==> config.mk <==
export PLATFORM = sky130hd
export DESIGN_NAME = binncount
export DESIGN_NICKNAME = d
export VERILOG_FILES = /design/src/rtl/binncount_pkg.sv /design/src/rtl/binncount_tc.sv /design/src/rtl/binncount.sv
export SDC_FILE = /design/constraint.sdc
export NUM_CORES = 1
export LEC_CHECK = 0
export CAP_MARGIN = 20
export CELL_PAD_IN_SITES_DETAIL_PLACEMENT = 0
export CELL_PAD_IN_SITES_GLOBAL_PLACEMENT = 1
export CORE_AREA = 2 2 39 41
export CTS_CLUSTER_SIZE = 20
export DETAILED_ROUTE_END_ITERATION = 10
export DIE_AREA = 0 0 41 43
export MAX_ROUTING_LAYER = met4
export PLACE_DENSITY = 0.67
export SLEW_MARGIN = 10
export SYNTH_ARGS = -nofsm -noshare
export SYNTH_HDL_FRONTEND = slang
export SYNTH_HIERARCHICAL = 1
export SYNTH_SLANG_ARGS = --single-unit
export TNS_END_PERCENT = 20
==> constraint.sdc <==
create_clock -name IPTCLK -period 3.5 [get_ports IPTCLK]
set_input_delay 1.05 -clock IPTCLK [delete_from_list [all_inputs] [get_ports IPTCLK]]
set_output_delay 1.05 -clock IPTCLK [all_outputs]
set_load 0.05 [all_outputs]
==> src/rtl/binncount_pkg.sv <==
// Shared constants for the binncount synchronous counter/divider family.
// Default geometry matches the original 3-bit divide-by-8 block.
package binncount_pkg;

   localparam int DEFAULT_WIDTH   = 3;
   localparam int DEFAULT_MODULUS = 8;

   localparam logic DIR_UP   = 1'b1;
   localparam logic DIR_DOWN = 1'b0;

endpackage

==> src/rtl/binncount_tc.sv <==
// Combinational terminal-count detector: high in the cycle whose edge wraps the count.
// Its output drives both the TC port and the wrap/SQ-toggle decision in the top.
module binncount_tc
   import binncount_pkg::*;
#(
   parameter int WIDTH   = DEFAULT_WIDTH,
   parameter int MODULUS = DEFAULT_MODULUS
) (
   input  logic [WIDTH-1:0] Q,
   input  logic             UP,
   input  logic             EN,
   input  logic             LOAD,
   output logic             TC
);

   // Compare against the last legal value, not all-ones, so odd moduli wrap exactly.
   localparam logic [WIDTH-1:0] LAST = WIDTH'(MODULUS - 1);

   logic w_at_end;

   assign w_at_end = (UP == DIR_UP) ? (Q == LAST) : (Q == '0);
   assign TC       = EN & ~LOAD & w_at_end;

endmodule

==> src/rtl/binncount.sv <==
// Synchronous N-bit modulo counter / clock divider with up/down, enable, parallel
// load, terminal-count pulse for cascading and a divide-by-2*MODULUS square wave.
module binncount
   import binncount_pkg::*;
#(
   parameter int WIDTH   = DEFAULT_WIDTH,
   parameter int MODULUS = DEFAULT_MODULUS
) (
   input  logic             IPTCLK,
   input  logic             IPTRSTN,
   input  logic             EN,
   input  logic             UP,
   input  logic             LOAD,
   input  logic [WIDTH-1:0] D,
   output logic [WIDTH-1:0] Q,
   output logic             TC,
   output logic             SQ
);

   localparam logic [WIDTH-1:0] LAST = WIDTH'(MODULUS - 1);

   if (WIDTH < 1 || WIDTH > 16 || MODULUS < 2 || MODULUS > (1 << WIDTH)) begin : g_bad_param
      $error("binncount: WIDTH must be 1..16 and MODULUS 2..2**WIDTH");
   end

   logic [WIDTH-1:0] r_q;
   logic             r_sq;
   logic             w_tc;
   logic             w_d_in_range;
   logic [WIDTH-1:0] w_load_val;
   logic [WIDTH-1:0] w_step_val;

   binncount_tc #(
      .WIDTH   (WIDTH),
      .MODULUS (MODULUS)
   ) u_tc (
      .Q    (r_q),
      .UP   (UP),
      .EN   (EN),
      .LOAD (LOAD),
      .TC   (w_tc)
   );

   // Out-of-range load values clamp to the last legal count.
   assign w_d_in_range = (32'(D) < 32'(MODULUS));
   assign w_load_val   = w_d_in_range ? D : LAST;

   always_comb begin
      w_step_val = r_q;
      if (UP == DIR_UP) begin
         w_step_val = w_tc ? '0 : r_q + WIDTH'(1);
      end else begin
         w_step_val = w_tc ? LAST : r_q - WIDTH'(1);
      end
   end

   always_ff @(posedge IPTCLK) begin
      if (!IPTRSTN) begin
         r_q  <= '0;
         r_sq <= 1'b0;
      end else if (LOAD) begin
         r_q <= w_load_val;
      end else if (EN) begin
         r_q <= w_step_val;
         if (w_tc) begin
            r_sq <= ~r_sq;
         end
      end
   end

   assign Q  = r_q;
   assign SQ = r_sq;
   // Reset masks TC so a cascaded stage cannot advance while held in reset.
   assign TC = w_tc & IPTRSTN;

endmodule
==> impl_summary.log <==
INFO  metric fillCellCount = 153
INFO  metric place.gp.congestion = 0.690
INFO  metric use_met1 = 0.153
INFO  metric post-route-util = 0.354
INFO  metric drt-total-wl = 749 µm
INFO  metric status = complete, no violations
INFO  metric yosys_warnings = 6
INFO  metric synth_top_cells_by_count = a21oi_1 (4), dfxtp_1 (4), o21ai_0 (4)
INFO  metric area.growth.synth_to_final = 69.7%
INFO  metric achievable-frequency = 294 MHz
INFO  metric root_buffer_cell = clkbuf_4
INFO  metric hold-path-cell-count = 2
INFO  metric die-width = 41 µm
INFO  metric worst_hold_startpoint = Q[2]
INFO  metric core_outline_area = 1380 µm²
INFO  metric synth_seq_area_share = 0.277
INFO  metric grt_busiest_layer = met1
INFO  metric clock-sinks = 4
INFO  metric antenna_found_initial = 0
INFO  metric number_of_enable_flip_flop_cells_after_synthesis = 0
INFO  metric timing.max_slew.rel_slack = 0.667
INFO  metric hold_violations = 0
INFO  metric syn-cell-area = 289 µm²
INFO  metric synth.distinct_cells = 19
INFO  metric r2r_cells = 7
INFO  metric drt_first_pass_iters = 2
INFO  metric netlist_instances = 38
INFO  metric die_h = 43 µm
INFO  metric worst_hold_path_type = flop to flop
INFO  metric portion_of_synthesized_cell_area_occupied_by_the_leading_cell_type = 0.277
INFO  metric tritoncts = yes
INFO  metric grt_pass1_vias = 301
INFO  metric end_kind = output port
INFO  metric met3_track_utilization_from_global_routing = 0.0471
INFO  metric post_cts_setup_buffers = 0
INFO  metric drc = 0
INFO  metric gr_ovfl_total = 0
INFO  metric cts_htree_levels = 1
INFO  metric power.ir.vdd_worst = 0.150 mV
INFO  metric cell_chain_of_the_critical_path = clkdlybuf4s50_1, or4_1, a21oi_2, and2_4, buf_12
INFO  metric critPathKind = input port to output port
INFO  metric synth_async_sr_flop_share = 0
INFO  metric final_net_count = 68
INFO  metric initial_utilization = 0.209
INFO  metric route.detailed.wl_per_inst = 10.4 µm
INFO  metric setup_repair_after_global_routing_missed_its_margin = no
INFO  metric finalMaxSlewViolations = 0
INFO  metric mappedNetlistNets = 48
INFO  metric route.detailed.vias_per_inst = 4.64
INFO  metric synth_top_area_cell = dfxtp_1
INFO  metric grt_start_max_net_pins = 9
INFO  metric synth.avg_cell_area = 7.61 µm²
INFO  metric routed-via-count = 334
INFO  metric insertion_delay = 0.25 ns
INFO  metric register_area = 80.1 µm²
INFO  metric min_period = 3.40 ns
INFO  metric worstHoldEndpoint = Q[2]
INFO  metric floorplan.rows = 14
INFO  metric gr-usage-met2 = 0.128
INFO  metric postRouteAntennaNets = 0
INFO  metric timing.final.setup_violations = 0
INFO  metric grt_first_pass_wirelength = 1290 µm
INFO  metric worst-r2r-setup-slack = 1.76 ns
INFO  metric portBuffers = 12
INFO  metric crit_path_start_kind = input port
INFO  metric clock_skew = 0.00644 ns
INFO  metric cts.clk_slew.worst_paths = 0.04 ns
INFO  metric drive_above_1_share = 0.161
INFO  metric slowest_delay = 0.43 ns
INFO  metric drv_cap = 0
INFO  metric cts_made_buffers = 3
INFO  metric num_antenna_cells = 0
INFO  metric timing.setup.tns = 0 ns
INFO  metric hpwlAfterDp = 570 µm
INFO  metric postSynth.topFlopCell = dfxtp_1
INFO  metric power_density = 343 nW/µm²
INFO  metric design.die.area = 1760 µm²
INFO  metric critical_path_arrival = 2.35 ns
INFO  metric gr_usage_total = 0.119
INFO  metric maximum_buffer_depth_of_the_clock_tree = 2
INFO  metric floorplan.io_pins = 13
INFO  metric worstMarginPinSlew = 0.498 ns
INFO  metric multiInputGateArea = 204 µm²
INFO  metric detailedRoute.firstIterationViolations = 1
INFO  metric fin_crit_sh = 0.971
INFO  metric timing.rr.start = Q[2]
INFO  metric synth-seq-cells = 4
INFO  metric worstPathRequired = 2.45 ns
INFO  metric path_max_fanout = 2
INFO  metric power.leakage = 0.000189 µW
INFO  metric crit_slowest_cell = or4_1
INFO  metric ys_top_cells_by_area = dfxtp_1 (28%), ha_1 (8.7%), a21oi_1 (6.9%)
INFO  metric critical_path.reg2reg.endpoint = Q[1]
## final cells by class
| class | count | share of cell area |
|---|---|---|
| clock buffers | 3 | 0.0459 |
| flip-flops and latches | 4 | 0.163 |
| well taps | 16 | 0.0408 |
| repair buffers | 15 | 0.311 |
| multi-input cells | 31 | 0.416 |
| inverters | 3 | 0.0230 |
## power breakdown
part	internal (µW)	switching, µW	total, µW
Clock	38.6	22.8	61.5
Combinational	25.4	27.8	53.2
Sequential	49.0	4.50	53.5
Total	113	55.1	168
## registers in the layout, indices dropped and copies added (netlist names)
register / cells
Q: 3
SQ: 1
## how the worst max path moves through the flow
stage | from | endpoint | slack, ns
floorplan | UP | TC | 0.18
global placement | UP | TC | 0.08
detailed placement | UP | TC | 0.07
CTS | UP | TC | 0.07
global route | UP | TC | 0.003
finish | UP | TC | 0.10
## per-stage QoR
stage / area (µm²) / total power, µW / hold slack [ns] / setup WS (ns) / cells
floorplan: 289 / 83.1 / 0.775 / 0.181 / 38
global placement: 462 / 107 / 0.572 / 0.0757 / 69
detailed placement: 462 / 107 / 0.576 / 0.0679 / 69
CTS: 484 / 169 / 0.583 / 0.0706 / 72
global route: 490 / 178 / 0.624 / 0.00273 / 72
finish: 490 / 168 / 0.583 / 0.102 / 72
## repair_timing
item                                    CTS  global route
gates resized for setup                   0             2
endpoints found under the setup margin    0             1
hold buffers                              0             0
## critical path, delay by kind of cell
kind	cells	cell delay [ns]
AOI/OAI and AO/OA	1	0.17
and+or+nand+nor	2	0.59
buffers and inverters	2	0.54
## cell usage in the layout, fill, tap and decap left out
cell type / synthesis / layout
xnor2_1: 2 / 2
o21ai_0: 4 / 4
nand2_1: 2 / 2
nand4_1: 1 / 1
clkbuf_4: 0 / 3
mux2i_1: 1 / 1
or4_1: 1 / 1
a21oi_1: 4 / 3
nand3_1: 1 / 1
o311ai_1: 1 / 1
nor3b_1: 1 / 1
buf_4: 0 / 3
inv_1: 3 / 3
buf_12: 0 / 1
o21ai_1: 1 / 1
and2_4: 0 / 1
a21oi_2: 0 / 1
nor2b_1: 1 / 1
a31oi_1: 3 / 3
ha_1: 2 / 2
and2_1: 2 / 1
clkdlybuf4s50_1: 0 / 11
nor2_1: 2 / 2
nand2b_1: 2 / 2
dfxtp_1: 4 / 4
## cell families (layout without fill, tap and decap cells)
family	count (synthesis)	in the layout	synth area share
DFF	4	4	0.277
adders and majority gates	2	2	0.0866
muxes	1	1	0.0346
AOI/OAI and AO/OA	13	13	0.251
and+or+nand+nor	13	13	0.251
xor gates and xnor gates	2	2	0.0606
buffers and inverters	3	21	0.0390
## per-layer routing
| metal | share of wire | vias to the layer above |
|---|---|---|
| met5 | 0 | - |
| li1 | - | 176 |
| met2 | 0.47 | 8 |
| met1 | 0.46 | 147 |
| met4 | 0.033 | 0 |
| met3 | 0.033 | 3 |
Note: power is estimated with default switching activity, not from simulation.
